`config.mk`:
```
export PLATFORM = sky130hd
export DESIGN_NAME = pwm_deadtime_flat
export DESIGN_NICKNAME = d
export VERILOG_FILES = /design/src/rtl/pwm_deadtime_if.sv /design/src/rtl/pwm_deadtime.sv /design/src/flat_wrapper.sv
export SDC_FILE = /design/constraint.sdc
export NUM_CORES = 1
export LEC_CHECK = 0
export BUFFER_PORTS_ARGS = -buffer_cell sky130_fd_sc_hd__buf_4
export CORE_MARGIN = 5
export CORE_UTILIZATION = 30
export CTS_BUF_LIST = sky130_fd_sc_hd__clkbuf_2
export DETAILED_ROUTE_END_ITERATION = 8
export PLACE_DENSITY = 0.57
export SYNTH_ARGS = -nofsm -noshare
export SYNTH_HDL_FRONTEND = slang
export SYNTH_SLANG_ARGS = --single-unit
```
`constraint.sdc`:
```
create_clock -name clk_i -period 2.1 [get_ports clk_i]
set_input_delay 0.21 -clock clk_i [delete_from_list [all_inputs] [get_ports clk_i]]
set_output_delay 0.21 -clock clk_i [all_outputs]
set_load 0.02 [all_outputs]
```
`src/rtl/pwm_deadtime_if.sv`:
```
// Register port bundle for pwm_deadtime.
// This carries the same re/we/addr/wdata/be/rdata/error signals that a TL-UL
// register adapter provides.
// The master side drives the access; the slave side returns read data and error.
interface pwm_deadtime_if #(
  parameter int AW = 8,
  parameter int DW = 32
);
  logic            re;
  logic            we;
  logic [AW-1:0]   addr;
  logic [DW-1:0]   wdata;
  logic [DW/8-1:0] be;
  logic [DW-1:0]   rdata;
  logic            error;

  modport master (output re, we, addr, wdata, be, input rdata, error);
  modport slave  (input re, we, addr, wdata, be, output rdata, error);
endinterface

```
`src/rtl/pwm_deadtime.sv`:
```
// Dead-time insertion stage placed after the PWM core.
// It turns the single-ended pwm_i into complementary hs_o/ls_o gate drives and
// holds both low for max(DT,1) cycles around every switch.
// Optional feature macro PWM_DT_FAULT_EN adds three things:
//   - the fault_i input,
//   - the FAULT state,
//   - a sticky STATUS[3] bit that is cleared by writing 1 to it.
//
// state    | meaning
// IDLE  0  | disabled, both outputs off
// LS_ON 1  | low side conducting
// DT_H  2  | dead time before high side turns on
// HS_ON 3  | high side conducting
// DT_L  4  | dead time before low side turns on
// FAULT 5  | latched fault, both off until STATUS[3] is cleared
module pwm_deadtime #(
  parameter int DT_W = 8,
  parameter int AW   = 8,
  parameter int DW   = 32
) (
  input  logic         clk_i,
  input  logic         rst_i,
  pwm_deadtime_if.slave bus,
  input  logic         pwm_i,
`ifdef PWM_DT_FAULT_EN
  input  logic         fault_i,
`endif
  output logic         hs_o,
  output logic         ls_o
);

  typedef enum logic [2:0] {
    S_IDLE  = 3'd0,
    S_LS_ON = 3'd1,
    S_DT_H  = 3'd2,
    S_HS_ON = 3'd3,
    S_DT_L  = 3'd4,
    S_FAULT = 3'd5
  } state_t;

  state_t          state_q, state_d;
  logic [DT_W-1:0] cnt_q, cnt_d;
  logic [DT_W-1:0] dt_rise, dt_fall;
  logic [DT_W-1:0] bmask;
  logic            ctrl_en;
  logic            pwm_q;
  logic            fault_in, fault_flag, w1c_ok, status_wr_err;
  logic            sel_ctrl, sel_rise, sel_fall, sel_stat, hit, wr_ok;
  logic            unused_bits;

  // A programmed dead time of zero still gets one dead cycle.
  function automatic logic [DT_W-1:0] clamp1(input logic [DT_W-1:0] v);
    return (v == '0) ? DT_W'(1) : v;
  endfunction

  assign sel_ctrl = (bus.addr == AW'('h00));
  assign sel_rise = (bus.addr == AW'('h04));
  assign sel_fall = (bus.addr == AW'('h08));
  assign sel_stat = (bus.addr == AW'('h0C));
  assign hit      = sel_ctrl | sel_rise | sel_fall | sel_stat;

`ifdef PWM_DT_FAULT_EN
  assign fault_in      = fault_i;
  assign status_wr_err = 1'b0;
  // Clearing the fault is refused while the fault input is still asserted.
  assign w1c_ok = wr_ok & sel_stat & bus.be[0] & bus.wdata[3] & ~fault_i;

  // Sticky fault flag; a new fault wins over a simultaneous clear.
  always_ff @(posedge clk_i) begin
    if (rst_i)        fault_flag <= 1'b0;
    else if (fault_i) fault_flag <= 1'b1;
    else if (w1c_ok)  fault_flag <= 1'b0;
  end
`else
  assign fault_in      = 1'b0;
  assign fault_flag    = 1'b0;
  assign w1c_ok        = 1'b0;
  assign status_wr_err = 1'b1;
`endif

  assign bus.error = ((bus.re | bus.we) & ~hit) | (bus.we & sel_stat & status_wr_err);
  assign wr_ok     = bus.we & ~bus.error;
  assign unused_bits = ^{bus.wdata, bus.be};

  // Expand the byte enables into a bit mask over the dead-time field.
  always_comb begin
    bmask = '0;
    for (int i = 0; i < DT_W; i++) bmask[i] = bus.be[i/8];
  end

  // Combinational read mux; unused bits and unselected cycles read as zero.
  always_comb begin
    bus.rdata = '0;
    if (bus.re) begin
      if (sel_ctrl) bus.rdata[0] = ctrl_en;
      if (sel_rise) bus.rdata[DT_W-1:0] = dt_rise;
      if (sel_fall) bus.rdata[DT_W-1:0] = dt_fall;
      if (sel_stat) bus.rdata[3:0] = {fault_flag, state_q};
    end
  end

  // Configuration registers with per-byte write enables.
  always_ff @(posedge clk_i) begin
    if (rst_i) begin
      ctrl_en <= 1'b0;
      dt_rise <= '0;
      dt_fall <= '0;
    end else if (wr_ok) begin
      if (sel_ctrl && bus.be[0]) ctrl_en <= bus.wdata[0];
      if (sel_rise) dt_rise <= (dt_rise & ~bmask) | (bus.wdata[DT_W-1:0] & bmask);
      if (sel_fall) dt_fall <= (dt_fall & ~bmask) | (bus.wdata[DT_W-1:0] & bmask);
    end
  end

  // Next-state and dead-time counter logic; fault beats enable, enable beats pwm.
  always_comb begin
    state_d = state_q;
    cnt_d   = cnt_q;
    if (fault_in) begin
      state_d = S_FAULT;
    end else if (state_q == S_FAULT) begin
      if (w1c_ok) state_d = S_IDLE;
    end else if (!ctrl_en) begin
      state_d = S_IDLE;
    end else begin
      case (state_q)
        S_IDLE: begin
          if (pwm_q) begin
            state_d = S_DT_H;
            cnt_d   = clamp1(dt_rise);
          end else begin
            state_d = S_DT_L;
            cnt_d   = clamp1(dt_fall);
          end
        end
        S_LS_ON: if (pwm_q) begin
          state_d = S_DT_H;
          cnt_d   = clamp1(dt_rise);
        end
        S_HS_ON: if (!pwm_q) begin
          state_d = S_DT_L;
          cnt_d   = clamp1(dt_fall);
        end
        S_DT_H: begin
          if (!pwm_q)                 state_d = S_LS_ON;
          else if (cnt_q <= DT_W'(1)) state_d = S_HS_ON;
          else                        cnt_d   = cnt_q - DT_W'(1);
        end
        S_DT_L: begin
          if (pwm_q)                  state_d = S_HS_ON;
          else if (cnt_q <= DT_W'(1)) state_d = S_LS_ON;
          else                        cnt_d   = cnt_q - DT_W'(1);
        end
        default: state_d = S_IDLE;
      endcase
    end
  end

  // State, counter, input sync and output registers.
  // The gate outputs decode the next state so they switch on the same edge as the state.
  always_ff @(posedge clk_i) begin
    if (rst_i) begin
      state_q <= S_IDLE;
      cnt_q   <= '0;
      pwm_q   <= 1'b0;
      hs_o    <= 1'b0;
      ls_o    <= 1'b0;
    end else begin
      state_q <= state_d;
      cnt_q   <= cnt_d;
      pwm_q   <= pwm_i;
      hs_o    <= (state_d == S_HS_ON);
      ls_o    <= (state_d == S_LS_ON);
    end
  end

endmodule

```
`src/flat_wrapper.sv`:
```
// flat-port wrapper written by rule: the top's interface ports become plain ports
module pwm_deadtime_flat 
#(
  parameter int DT_W = 8,
  parameter int AW   = 8,
  parameter int DW   = 32
)
  (clk_i, rst_i, pwm_i, hs_o, ls_o, bus_re, bus_we, bus_addr, bus_wdata, bus_be, bus_rdata, bus_error);
  pwm_deadtime_if #(.AW(AW), .DW(DW)) bus_i ();
  input  logic clk_i;
  input  logic rst_i;
  input  logic pwm_i;
  output logic hs_o;
  output logic ls_o;
  input wire logic [$bits(bus_i.re)-1:0] bus_re;
  input wire logic [$bits(bus_i.we)-1:0] bus_we;
  input wire logic [$bits(bus_i.addr)-1:0] bus_addr;
  input wire logic [$bits(bus_i.wdata)-1:0] bus_wdata;
  input wire logic [$bits(bus_i.be)-1:0] bus_be;
  output wire logic [$bits(bus_i.rdata)-1:0] bus_rdata;
  output wire logic [$bits(bus_i.error)-1:0] bus_error;
  assign bus_i.re = bus_re;
  assign bus_i.we = bus_we;
  assign bus_i.addr = bus_addr;
  assign bus_i.wdata = bus_wdata;
  assign bus_i.be = bus_be;
  assign bus_rdata = bus_i.rdata;
  assign bus_error = bus_i.error;
  pwm_deadtime #(.DT_W(DT_W), .AW(AW), .DW(DW)) u_core (.clk_i(clk_i), .rst_i(rst_i), .bus(bus_i), .pwm_i(pwm_i), .hs_o(hs_o), .ls_o(ls_o));
endmodule
```
==> impl_table.tex, run 1 <==
\begin{tabular}{lr}
\hline
Metric & Value \\
\hline
\multicolumn{2}{l}{\textbf{Outcome}} \\
\quad Result of the run & finished, final reports clean \\
\multicolumn{2}{l}{\textbf{CTS}} \\
\quad TritonCTS buffer count & 5 \\
\quad CTS tree & built \\
\quad Clock-pin slew reported for the worst setup and hold paths after clock tree synthesis & 210 ps \\
\quad Clock Tree Buf Depth & 2 \\
\quad Clk sinks & 31 \\
\quad Clock latency of the later-clocked register in the worst-skew pair & 400 ps \\
\quad Root Buffer & sky130\_fd\_sc\_hd\_\_clkbuf\_2 \\
\quad Number of H-tree levels & 2 \\
\quad Post-CTS Setup Repair Bufs & 0 \\
\multicolumn{2}{l}{\textbf{Critical path}} \\
\quad Critical Path Most Common Cell & sky130\_fd\_sc\_hd\_\_buf\_4 \\
\quad Endpoint of the worst-slack reg-to-reg timing path & u\_core.cnt\_q[0] \\
\quad Data arrival time at the worst-slack endpoint & 1790 ps \\
\quad Worst stage delay on the critical path & 460 ps \\
\quad Cell family contributing the most delay on the critical path & multiplexers \\
\quad Reg-to-Reg Start & u\_core.cnt\_q[4] \\
\quad Crit path capture type & primary output \\
\quad Critical Path Start Type & register \\
\quad List of cells traversed by the critical path & buf\_4, mux4\_2, and3\_1, buf\_4 \\
\quad Required time at the worst-slack endpoint & 1890 ps \\
\quad Worst Reg2Reg Path Length in Cells & 5 \\
\quad Highest net fanout along the worst path & 12 \\
\quad Slowest cell on the critical path & sky130\_fd\_sc\_hd\_\_mux4\_2 \\
\quad Buf+Inv Stages, Crit Path & 2 \\
\quad FF-to-FF setup slack & 210 ps \\
\quad WS Path Type & reg2out \\
\multicolumn{2}{l}{\textbf{Job}} \\
\quad Maxcap violations & 0 \\
\multicolumn{2}{l}{\textbf{Detailed routing}} \\
\quad Vias post-DR & 2078 \\
\quad Length of the first detailed-routing pass in iterations & 4 \\
\quad Drt first-iter violations & 93 \\
\quad Wirelength, routed & 5840 um \\
\quad Count of nets left with antenna violations after detail routing & 0 \\
\quad Drt drc & 0 \\
\quad Detail-routed net length per standard cell & 14.0 um \\
\quad Avg Vias per Cell & 4.98 \\
\multicolumn{2}{l}{\textbf{Final layout}} \\
\quad Most common cell after layout, fill and taps aside & sky130\_fd\_sc\_hd\_\_buf\_4 \\
\quad Share of final-layout standard cells stronger than drive strength 1 & 0.226 \\
\quad Count of inserted antenna diode cells & 0 \\
\quad Util after Layout & 0.366 \\
\quad Area growth from synthesis to layout & 18.2\% \\
\quad Final net count & 368 \\
\quad Layout Cell Area excl Fill & 0.00267 mm\^{}2 \\
\quad Highest-count cells in the layout ignoring fill and taps & 44 x sky130\_fd\_sc\_hd\_\_buf\_4, 38 x sky130\_fd\_sc\_hd\_\_nor2\_1, 30 x sky130\_fd\_sc\_hd\_\_dfxtp\_1 \\
\multicolumn{2}{l}{\textbf{STA}} \\
\quad Final worst setup slack & 102 ps \\
\quad Final clock skew & 23.3 ps \\
\quad Ratio of final minimum period to clock period & 0.951 \\
\quad Number of endpoints failing setup at the final stage & 0 \\
\quad Unrepaired setup endpoints after global routing & no \\
\quad Fin Setup TNS & 0 ps \\
\quad Fmax & 500 MHz \\
\quad Tmin final & 2000 ps \\
\quad Max-slew headroom at the worst pin & 0.606 \\
\quad Final hold vios & 0 \\
\quad Transition time at the pin with the least slew margin & 590 ps \\
\quad Max-slew violations & 0 \\
\multicolumn{2}{l}{\textbf{Min path}} \\
\quad Startpoint of the lowest-slack hold path & bus\_wdata[3] \\
\quad Min-Delay Path Depth & 3 \\
\quad Class of the tightest hold or removal check & in2reg \\
\multicolumn{2}{l}{\textbf{Power and ir drop}} \\
\quad Internal Dissipation & 722 uW \\
\quad Switching power of the nets & 333 uW \\
\quad Reg power frac & 0.561 \\
\quad Switching portion of total power & 0.316 \\
\quad Post-layout total power & 1.06 mW \\
\quad Combinational cell fraction of total power & 0.121 \\
\quad Leakage power total & 1.06 nW \\
\quad Largest vdd supply drop & 0.205 mV \\
\quad Clock share of power & 0.318 \\
\quad Power Density & 395 mW/mm\^{}2 \\
\multicolumn{2}{l}{\textbf{Die}} \\
\quad Horizontal die dimension & 96.8 um \\
\quad Placeable core region & 0.00729 mm\^{}2 \\
\quad Number of top-level design ports & 84 \\
\quad Die area & 0.00936 mm\^{}2 \\
\quad Std cell rows & 31 \\
\quad Initial cell density of the core & 0.310 \\
\quad DIE HEIGHT & 96.8 um \\
\multicolumn{2}{l}{\textbf{Synth}} \\
\quad Synth warn & 0 \\
\quad Sequential-to-total area share from yosys stat & 0.275 \\
\quad Gate count of the mapped netlist & 277 \\
\quad Mapped Area & 0.00226 mm\^{}2 \\
\quad Post-synth EDFFs & 0 \\
\quad Yosys top cell area share & 0.275 \\
\quad Cell types with the largest area share after synthesis & sky130\_fd\_sc\_hd\_\_dfxtp\_1 27\%, sky130\_fd\_sc\_hd\_\_mux2i\_1 8.9\%, sky130\_fd\_sc\_hd\_\_buf\_4 8.0\% \\
\quad Number of storage elements in the synthesis netlist & 31 \\
\quad Number of distinct library cells after synthesis & 59 \\
\quad Mean instance size in the synthesized netlist & 8.15 um\^{}2 \\
\quad Area leader, netlist & sky130\_fd\_sc\_hd\_\_dfxtp\_1 \\
\quad Flip-flop cell with the highest count after synthesis & sky130\_fd\_sc\_hd\_\_dfxtp\_1 \\
\quad Post-synthesis async set-or-reset flop share & 0 \\
\multicolumn{2}{l}{\textbf{Global routing}} \\
\quad Via count of the first global-routing pass & 1983 \\
\quad Largest net degree at the start of global routing & 33 \\
\quad Overall overflow remaining after global route & 0 \\
\quad First-pass GRT wire length & 9830 um \\
\quad Total Routing Usage GR & 0.125 \\
\quad Initial antenna violation count & 0 \\
\multicolumn{2}{l}{\textbf{Placed design}} \\
\quad Total of buffers placed on input and output ports & 32 \\
\quad Half-perimeter wire length after placement & 4410 um \\
\quad Instance area at placement & 0.00257 mm\^{}2 \\
\quad Setup WS pre-CTS & 201 ps \\
\quad Placer's final routability congestion estimate & 0.847 \\
\hline
\end{tabular}
-- power by group through the flow --
stage | registers (mW) | logic, mW | clock network (mW)
floorplan | 0.604 | 0.107 | 0
global route | 0.593 | 0.139 | 0.378
finish | 0.592 | 0.128 | 0.335
global placement | 0.605 | 0.120 | 0
detailed placement | 0.605 | 0.121 | 0
CTS | 0.594 | 0.126 | 0.357
-- worst max-delay path by stage --
stage | start | to | cells past startpoint
2_1_floorplan | u_core.cnt_q[0] | u_core.cnt_q[6] | 7
3_3_place_gp | u_core.cnt_q[0] | u_core.cnt_q[6] | 7
3_5_place_dp | u_core.cnt_q[0] | u_core.cnt_q[6] | 7
4_1_cts | u_core.state_q[0] | bus_rdata[0] | 4
5_1_grt | u_core.state_q[0] | bus_rdata[0] | 4
6_report | u_core.state_q[0] | bus_rdata[0] | 4
-- synthesized netlist by cell type, types with 3 or more instances --
cell type / instances
sky130_fd_sc_hd__o221ai_1: 3
sky130_fd_sc_hd__dfxtp_1: 31
sky130_fd_sc_hd__or3_1: 3
sky130_fd_sc_hd__a21oi_1: 14
sky130_fd_sc_hd__nor3_1: 6
sky130_fd_sc_hd__nor2_1: 38
sky130_fd_sc_hd__mux2i_1: 20
sky130_fd_sc_hd__or2_2: 3
sky130_fd_sc_hd__nand3_1: 3
sky130_fd_sc_hd__o21a_1: 3
sky130_fd_sc_hd__o21ai_0: 16
sky130_fd_sc_hd__nor3b_1: 5
sky130_fd_sc_hd__a21boi_0: 3
sky130_fd_sc_hd__nor2b_1: 8
sky130_fd_sc_hd__a22oi_1: 8
sky130_fd_sc_hd__inv_1: 5
sky130_fd_sc_hd__nand2_1: 10
sky130_fd_sc_hd__clkbuf_1: 8
sky130_fd_sc_hd__nor4_1: 3
sky130_fd_sc_hd__nand2b_1: 9
sky130_fd_sc_hd__buf_2: 5
sky130_fd_sc_hd__buf_4: 24
-- logic make-up after synthesis --
| group | Yosys count | synth area share |
|---|---|---|
| simple gates | 100 | 0.239 |
| compound gates | 74 | 0.238 |
| buf+inv | 44 | 0.119 |
| flops | 31 | 0.275 |
| mux | 23 | 0.109 |
| fa+ha+maj | 2 | 0.0111 |
| xor+xnor | 2 | 0.00776 |
| other cells | 1 | 0.00166 |
-- metal layers --
metal	track usage	part of all wire
met5	0	0
met4	0.0324	0.0099
met3	0.0252	0.045
met2	0.210	0.47
met1	0.164	0.47
-- worst register-to-register path, stage by stage (launching register included) --
cell	delay (ps)
sky130_fd_sc_hd__dfxtp_1	400
sky130_fd_sc_hd__or3_4	430
sky130_fd_sc_hd__o311a_4	380
sky130_fd_sc_hd__o21ai_4	250
sky130_fd_sc_hd__nor3_2	90
sky130_fd_sc_hd__a221oi_2	250
-- metrics by stage --
stage               hold WS, ps  cells
floorplan                   338    300
global placement            442    405
detailed placement          448    405
CTS                        1.20    416
global route              0.511    417
finish                     29.7    417
-- cell type report --
cell class	instances	area, um^2
clock buffers	5	25.0
well taps	99	124
fillers	758	4620
clock inverters	3	23.8
inverters	5	18.8
multi-input cells	225	1460
flip-flops and latches	31	624
repair buffers	49	390
-- repair_timing --
item	in CTS	in global routing
hold buffers	3	1
resized for setup	1	3
pin swaps	0	0
hold endpoints to repair	4	1
gates cloned	0	0
endpoints found under the setup margin	1	2
No activity file was read; power rests on OpenSTA's default activity.
==> run 2, diff against run 1 <==
==> constraint.sdc (replaced) <==
create_clock -name clk_i -period 2.1 [get_ports clk_i]
set_input_delay 0.315 -clock clk_i [delete_from_list [all_inputs] [get_ports clk_i]]
set_output_delay 0.315 -clock clk_i [all_outputs]
set_load 0.02 [all_outputs]
==> run 2 against run 1 <==
  * Flip-flop and latch count unchanged
  * Design area decreased by 1.7%
  * Power decreased by 4.0%
  * Sequential share of layout area increased by 0.35 points
  * Clock skew decreased by 4.1 ps
  * Combinational power decreased by 5%
  * Utilization decreased by 0.62 points
  * First-iteration DRC count decreased by 6.5%
  * Worst hold slack improved by 120 ps
  * Via count about the same
  * Fmax decreased by 0.29%
  * Setup slack got worse by 5.8 ps
==> impl_table.tex, run 2 (same netlist as run 1, synthesis figures left out) <==
\begin{tabular}{lr}
\hline
Metric & Value \\
\hline
\multicolumn{2}{l}{\textbf{Critical path}} \\
\quad WS Path Type & in2out \\
\quad Data arrival time at the worst-slack endpoint & 1690 ps (-100 ps) \\
\quad Critical Path Start Type & input pin \\
\quad Highest net fanout along the worst path & 7 (-5) \\
\quad Crit path capture type & primary output \\
\quad FF-to-FF setup slack & 220 ps (about the same) \\
\quad Required time at the worst-slack endpoint & 1780 ps (-110 ps) \\
\multicolumn{2}{l}{\textbf{Final layout}} \\
\quad Highest-count cells in the layout ignoring fill and taps & 43 x sky130\_fd\_sc\_hd\_\_buf\_4, 38 x sky130\_fd\_sc\_hd\_\_nor2\_1, 29 x sky130\_fd\_sc\_hd\_\_dfxtp\_1 \\
\quad Count of inserted antenna diode cells & 0 (unchanged) \\
\quad Layout Cell Area excl Fill & 0.00262 mm\^{}2 (-1.7\%) \\
\quad Most common cell after layout, fill and taps aside & sky130\_fd\_sc\_hd\_\_buf\_4 \\
\quad Area growth from synthesis to layout & 16.2\% \\
\quad Share of final-layout standard cells stronger than drive strength 1 & 0.220 (-0.00667) \\
\quad Final net count & 364 (-1.1\%) \\
\multicolumn{2}{l}{\textbf{Die}} \\
\quad Number of top-level design ports & 84 (unchanged) \\
\quad DIE HEIGHT & 96.8 um (unchanged) \\
\quad Initial cell density of the core & 0.310 (unchanged) \\
\quad Placeable core region & 0.00729 mm\^{}2 (unchanged) \\
\quad Horizontal die dimension & 96.8 um (unchanged) \\
\quad Die area & 0.00936 mm\^{}2 (unchanged) \\
\quad Std cell rows & 31 (unchanged) \\
\multicolumn{2}{l}{\textbf{STA}} \\
\quad Fmax & 499 MHz (-0.29\%) \\
\quad Final clock skew & 19.2 ps (-4.06 ps) \\
\quad Hold WS & 148 ps (+118 ps) \\
\quad Final hold vios & 0 (unchanged) \\
\quad Max-slew violations & 0 (unchanged) \\
\quad Number of endpoints failing setup at the final stage & 0 (unchanged) \\
\quad Unrepaired setup endpoints after global routing & no \\
\quad Ratio of final minimum period to clock period & 0.954 (+0.00275) \\
\quad Final worst setup slack & 96.1 ps (-5.78 ps) \\
\quad Fin Setup TNS & 0 ps (unchanged) \\
\quad Tmin final & 2000 ps (+5.78 ps) \\
\multicolumn{2}{l}{\textbf{Detailed routing}} \\
\quad Wirelength, routed & 5740 um (-1.8\%) \\
\quad Drt first-iter violations & 87 (-6.5\%) \\
\quad Drt drc & 0 (unchanged) \\
\quad Vias post-DR & 2077 (-0.048\%) \\
\quad Length of the first detailed-routing pass in iterations & 4 (unchanged) \\
\quad Count of nets left with antenna violations after detail routing & 0 (unchanged) \\
\quad Detail-routed net length per standard cell & 13.9 um (-0.81\%) \\
\quad Avg Vias per Cell & 5.03 (+0.92\%) \\
\multicolumn{2}{l}{\textbf{Global routing}} \\
\quad First-pass GRT wire length & 9470 um (-3.7\%) \\
\quad Total Routing Usage GR & 0.121 (-0.00407) \\
\quad Largest net degree at the start of global routing & 33 (unchanged) \\
\quad Initial antenna violation count & 0 (unchanged) \\
\quad Overall overflow remaining after global route & 0 (unchanged) \\
\quad Via count of the first global-routing pass & 1869 (-5.7\%) \\
\multicolumn{2}{l}{\textbf{Power and ir drop}} \\
\quad Leakage power total & 1.05 nW (-0.24\%) \\
\quad Power Density & 386 mW/mm\^{}2 (-2.4\%) \\
\quad Largest vdd supply drop & 0.230 mV (+12\%) \\
\quad Post-layout total power & 1.01 mW (-4.0\%) \\
\multicolumn{2}{l}{\textbf{CTS}} \\
\quad Post-CTS sizing & 0 (-1) \\
\quad Cts hold-fix bufs & 0 (-3) \\
\quad Clk sinks & 31 (unchanged) \\
\quad Number of H-tree levels & 2 (unchanged) \\
\quad Clock latency of the later-clocked register in the worst-skew pair & 390 ps (about the same) \\
\quad Post-CTS Setup Repair Bufs & 0 (unchanged) \\
\quad Clock-pin slew reported for the worst setup and hold paths after clock tree synthesis & 190 ps (-20 ps) \\
\quad Root Buffer & sky130\_fd\_sc\_hd\_\_clkbuf\_2 \\
\quad Clock Tree Buf Depth & 2 (unchanged) \\
\quad TritonCTS buffer count & 5 (unchanged) \\
\quad CTS tree & built \\
\multicolumn{2}{l}{\textbf{Min path}} \\
\quad Class of the tightest hold or removal check & in2reg \\
\multicolumn{2}{l}{\textbf{Outcome}} \\
\quad Result of the run & finished, final reports clean \\
\multicolumn{2}{l}{\textbf{Placed design}} \\
\quad Setup WS pre-CTS & 87.9 ps (-113 ps) \\
\quad Half-perimeter wire length after placement & 4330 um (-1.6\%) \\
\quad Placer's final routability congestion estimate & 0.842 (-0.51\%) \\
\quad Total of buffers placed on input and output ports & 32 (unchanged) \\
\quad Instance area at placement & 0.00258 mm\^{}2 (+0.49\%) \\
\multicolumn{2}{l}{\textbf{Job}} \\
\quad Maxcap violations & 0 (unchanged) \\
\hline
\end{tabular}
## run 2: cell count changes in the layout (fill, tap and decap cells not counted), sizes merged
cell / previous run / this run
clkinv: 0 / 2
clkinvlp: 2 / 1
inv: 6 / 5
dlygate4sd3: 4 / 0
## run 2: per-layer routing
metal	wire length (um)	vias up	global-route usage
met5	0	-	0
met4	75	0	0.0400
met3	285	8	0.0288
met2	2660	65	0.190
met1	2710	968	0.164
li1	-	1036	-
## run 2: area by class of cell
type | instances | area [um^2]
Sequential cell | 31 | 623
Multi-Input combinational cell | 225 | 1460
Timing Repair Buffer | 45 | 363
Clock buffer | 5 | 25.0
Inverter | 5 | 18.8
Clock inverter | 3 | 15.0
Fill cell | 789 | 4670
Tap cell | 99 | 124
## run 2: where the power goes
group / switching (mW) / internal (mW)
registers: 0.00309 / 0.590
clock network: 0.223 / 0.0741
logic: 0.0792 / 0.0428
## run 2: final timing paths
path	startpoint	endpoint	cells past startpoint
max	bus_addr[7]	bus_rdata[5]	6
min reg2reg	u_core.cnt_q[1]	u_core.cnt_q[1]	2
max reg2reg	u_core.cnt_q[0]	u_core.cnt_q[6]	7
min	bus_wdata[7]	register	3
## run 2: through the flow
stage	instances	utilization
2_1_floorplan	300	-
3_3_place_gp	405	0.354
3_5_place_dp	405	0.354
4_1_cts	413	0.359
5_1_grt	413	0.360
6_report	413	0.360
## run 2: critical path: stages
cell                      delay (ps)
sky130_fd_sc_hd__buf_4           110
sky130_fd_sc_hd__or4_4           530
sky130_fd_sc_hd__nor3_4          230
sky130_fd_sc_hd__nand2_1         200
sky130_fd_sc_hd__nor2_1          150
sky130_fd_sc_hd__buf_4           150
==> run 3, diff against run 2 <==
--- a/config.mk
+++ b/config.mk
@@ -6,11 +6,13 @@
 export NUM_CORES = 1
 export LEC_CHECK = 0
 export BUFFER_PORTS_ARGS = -buffer_cell sky130_fd_sc_hd__buf_4
+export CORE_ASPECT_RATIO = 1.4
 export CORE_MARGIN = 5
-export CORE_UTILIZATION = 30
+export CORE_UTILIZATION = 39
 export CTS_BUF_LIST = sky130_fd_sc_hd__clkbuf_2
 export DETAILED_ROUTE_END_ITERATION = 8
-export PLACE_DENSITY = 0.57
+export PLACE_DENSITY = 0.7
+export SETUP_SLACK_MARGIN = 0.2
 export SYNTH_ARGS = -nofsm -noshare
 export SYNTH_HDL_FRONTEND = slang
 export SYNTH_SLANG_ARGS = --single-unit
==> run 3 against run 2 <==
  * Flip-flop and latch count stayed put
  * Worst hold slack lost 19 ps
  * Critical path depth shrank 2
  * Design area up 2.7%
  * Power shrank 0.19%
  * Critical endpoint is now bus_rdata[0]
  * Largest power group unchanged
  * Wire length rose by 1.8%
==> impl_table.tex, run 3 (same netlist as run 1, synthesis figures left out) <==
\begin{tabular}{lr}
\hline
Metric & Value \\
\hline
\multicolumn{2}{l}{\textbf{Min path}} \\
\quad Hold Path End & u\_core.pwm\_q \\
\quad Class of the tightest hold or removal check & in2reg \\
\quad Min-Delay Path Depth & 2 (-1) \\
\quad Startpoint of the lowest-slack hold path & pwm\_i \\
\multicolumn{2}{l}{\textbf{Detailed routing}} \\
\quad Avg Vias per Cell & 5.52 (+9.7\%) \\
\quad Drt drc & 0 (unchanged) \\
\quad Detail-routed net length per standard cell & 15.0 um (+7.8\%) \\
\quad Met3 routed wirelength & 321 um (+13\%) \\
\quad Wirelength, routed & 5840 um (+1.8\%) \\
\quad Routed metal-1 wirelength & 2310 um (-15\%) \\
\quad Top routing layer used & met4 \\
\quad Vias post-DR & 2152 (+3.6\%) \\
\quad Length of the first detailed-routing pass in iterations & 4 (unchanged) \\
\quad Count of nets left with antenna violations after detail routing & 0 (unchanged) \\
\quad Met2 wirelength from detailed routing & 3050 um (+15\%) \\
\quad Drt first-iter violations & 75 (-14\%) \\
\multicolumn{2}{l}{\textbf{Final layout}} \\
\quad Count of inserted antenna diode cells & 0 (unchanged) \\
\quad Highest-count cells in the layout ignoring fill and taps & 47 x sky130\_fd\_sc\_hd\_\_buf\_4, 37 x sky130\_fd\_sc\_hd\_\_nor2\_1, 27 x sky130\_fd\_sc\_hd\_\_dfxtp\_1 \\
\quad Most common cell after layout, fill and taps aside & sky130\_fd\_sc\_hd\_\_buf\_4 \\
\quad Share of final-layout standard cells stronger than drive strength 1 & 0.273 (+0.0535) \\
\quad Storage element area & 631 um\^{}2 (+1.2\%) \\
\quad Fill cells & 536 (-32\%) \\
\quad Area growth from synthesis to layout & 19.3\% \\
\quad Combined area of the multi-input logic cells & 0.00148 mm\^{}2 (+1.9\%) \\
\quad Final net count & 372 (+2.2\%) \\
\quad Util after Layout & 0.484 (+0.124) \\
\multicolumn{2}{l}{\textbf{Global routing}} \\
\quad Total Routing Usage GR & 0.157 (+0.0359) \\
\quad Overall overflow remaining after global route & 0 (unchanged) \\
\quad First-pass GRT wire length & 9350 um (-1.2\%) \\
\quad Via count of the first global-routing pass & 1994 (+6.7\%) \\
\quad Largest net degree at the start of global routing & 33 (unchanged) \\
\quad Initial antenna violation count & 0 (unchanged) \\
\multicolumn{2}{l}{\textbf{STA}} \\
\quad Number of endpoints failing setup at the final stage & 0 (unchanged) \\
\quad Final clock skew & 9.44 ps (-9.81 ps) \\
\quad Ratio of final minimum period to clock period & 0.924 (-0.0304) \\
\quad Fmax & 515 MHz (+3.3\%) \\
\quad Max-slew violations & 0 (unchanged) \\
\quad Tmin final & 1940 ps (-63.9 ps) \\
\quad Fin Setup TNS & 0 ps (unchanged) \\
\quad Final hold vios & 0 (unchanged) \\
\quad Hold WS & 129 ps (-19.3 ps) \\
\quad Unrepaired setup endpoints after global routing & yes \\
\multicolumn{2}{l}{\textbf{Critical path}} \\
\quad WS Path Type & reg2out \\
\quad Buf+Inv Stages, Crit Path & 2 (unchanged) \\
\quad Crit path capture type & primary output \\
\quad Data arrival time at the worst-slack endpoint & 1620 ps (-70 ps) \\
\quad Slowest cell on the critical path & sky130\_fd\_sc\_hd\_\_mux4\_2 \\
\quad Worst stage delay on the critical path & 470 ps (-60 ps) \\
\quad Cell family contributing the most delay on the critical path & multiplexers \\
\quad Required time at the worst-slack endpoint & 1780 ps (about the same) \\
\quad Critical Path Most Common Cell & sky130\_fd\_sc\_hd\_\_buf\_6 \\
\quad Worst Reg2Reg Path Length in Cells & 5 (-2) \\
\quad Highest net fanout along the worst path & 3 (-4) \\
\quad FF-to-FF setup slack & 260 ps (+40 ps) \\
\quad Endpoint of the worst-slack reg-to-reg timing path & u\_core.cnt\_q[0] \\
\quad Startpoint of the worst setup timing path & u\_core.state\_q[0] \\
\quad Reg-to-Reg Start & u\_core.cnt\_q[4] \\
\quad List of cells traversed by the critical path & buf\_6, mux4\_2, and3\_4, buf\_6 \\
\quad Critical Path Start Type & register \\
\multicolumn{2}{l}{\textbf{CTS}} \\
\quad Number of H-tree levels & 2 (unchanged) \\
\quad Cts hold-fix bufs & 0 (unchanged) \\
\quad Clock latency of the later-clocked register in the worst-skew pair & 380 ps (about the same) \\
\quad Clk sinks & 31 (unchanged) \\
\quad Clock-pin slew reported for the worst setup and hold paths after clock tree synthesis & 170 ps (-20 ps) \\
\quad CTS tree & built \\
\quad Root Buffer & sky130\_fd\_sc\_hd\_\_clkbuf\_2 \\
\quad TritonCTS buffer count & 5 (unchanged) \\
\quad Clock Tree Buf Depth & 2 (unchanged) \\
\multicolumn{2}{l}{\textbf{Die}} \\
\quad Number of top-level design ports & 84 (unchanged) \\
\quad DIE HEIGHT & 100 um (+3.4\%) \\
\quad Placeable core region & 0.00557 mm\^{}2 (-24\%) \\
\quad Horizontal die dimension & 74.3 um (-23\%) \\
\quad Die area & 0.00743 mm\^{}2 (-21\%) \\
\quad Std cell rows & 32 (+3.2\%) \\
\quad Initial cell density of the core & 0.406 (+0.0961) \\
\multicolumn{2}{l}{\textbf{Power and ir drop}} \\
\quad Leakage power total & 1.11 nW (+5.3\%) \\
\quad Power Density & 375 mW/mm\^{}2 (-2.8\%) \\
\quad Largest vdd supply drop & 0.236 mV (+2.7\%) \\
\multicolumn{2}{l}{\textbf{Placed design}} \\
\quad Placer's final routability congestion estimate & 0.848 (+0.62\%) \\
\quad Half-perimeter wire length after placement & 4230 um (-2.4\%) \\
\quad Total of buffers placed on input and output ports & 32 (unchanged) \\
\multicolumn{2}{l}{\textbf{Outcome}} \\
\quad Result of the run & finished, final reports clean \\
\multicolumn{2}{l}{\textbf{Job}} \\
\quad Maxcap violations & 0 (unchanged) \\
\hline
\end{tabular}
## run 3: per-layer routing
metal	global-route usage	vias up
met5	0	-
met4	0.0685	0
met3	0.0261	14
met2	0.286	77
met1	0.175	1013
li1	-	1048
## run 3: final cells by class
| type | count | share of cell area |
|---|---|---|
| multi-input combinational | 225 | 0.550 |
| sequential | 31 | 0.234 |
| tap | 68 | 0.0316 |
| timing repair buffer | 53 | 0.162 |
| clock buffer | 5 | 0.00929 |
| inverter | 5 | 0.00696 |
| clock inverter | 3 | 0.00557 |
## run 3: stage by stage
stage | instances | worst slack, ps | area, um^2 | total power, mW
detailed placement | 373 | 63.0 | 2530 | 0.726
floorplan | 300 | 255 | 2340 | 0.710
global route | 390 | 118 | 2700 | 1.05
global placement | 373 | 79.2 | 2530 | 0.725
finish | 390 | 160 | 2700 | 1.01
CTS | 383 | 136 | 2610 | 1.02
## run 3: what timing repair did
action | CTS | global route
setup buffers | 2 | 7
cloned | 0 | 0
resized for setup | 8 | 10
pin swaps | 10 | 3
setup endpoints to repair | 8 | 16
## run 3: how the worst max path moves through the flow
stage	end	slack [ps]	depth (start not counted)
2_1_floorplan	bus_rdata[1]	260	4
3_3_place_gp	bus_rdata[2]	80	6
3_5_place_dp	bus_rdata[6]	60	6
4_1_cts	bus_rdata[6]	140	6
5_1_grt	bus_rdata[0]	120	4
6_report	bus_rdata[0]	160	4
## run 3: report_power, final
group          switching (mW)  internal (mW)
registers             0.00405          0.587
clock network           0.219         0.0762
logic                  0.0802         0.0440
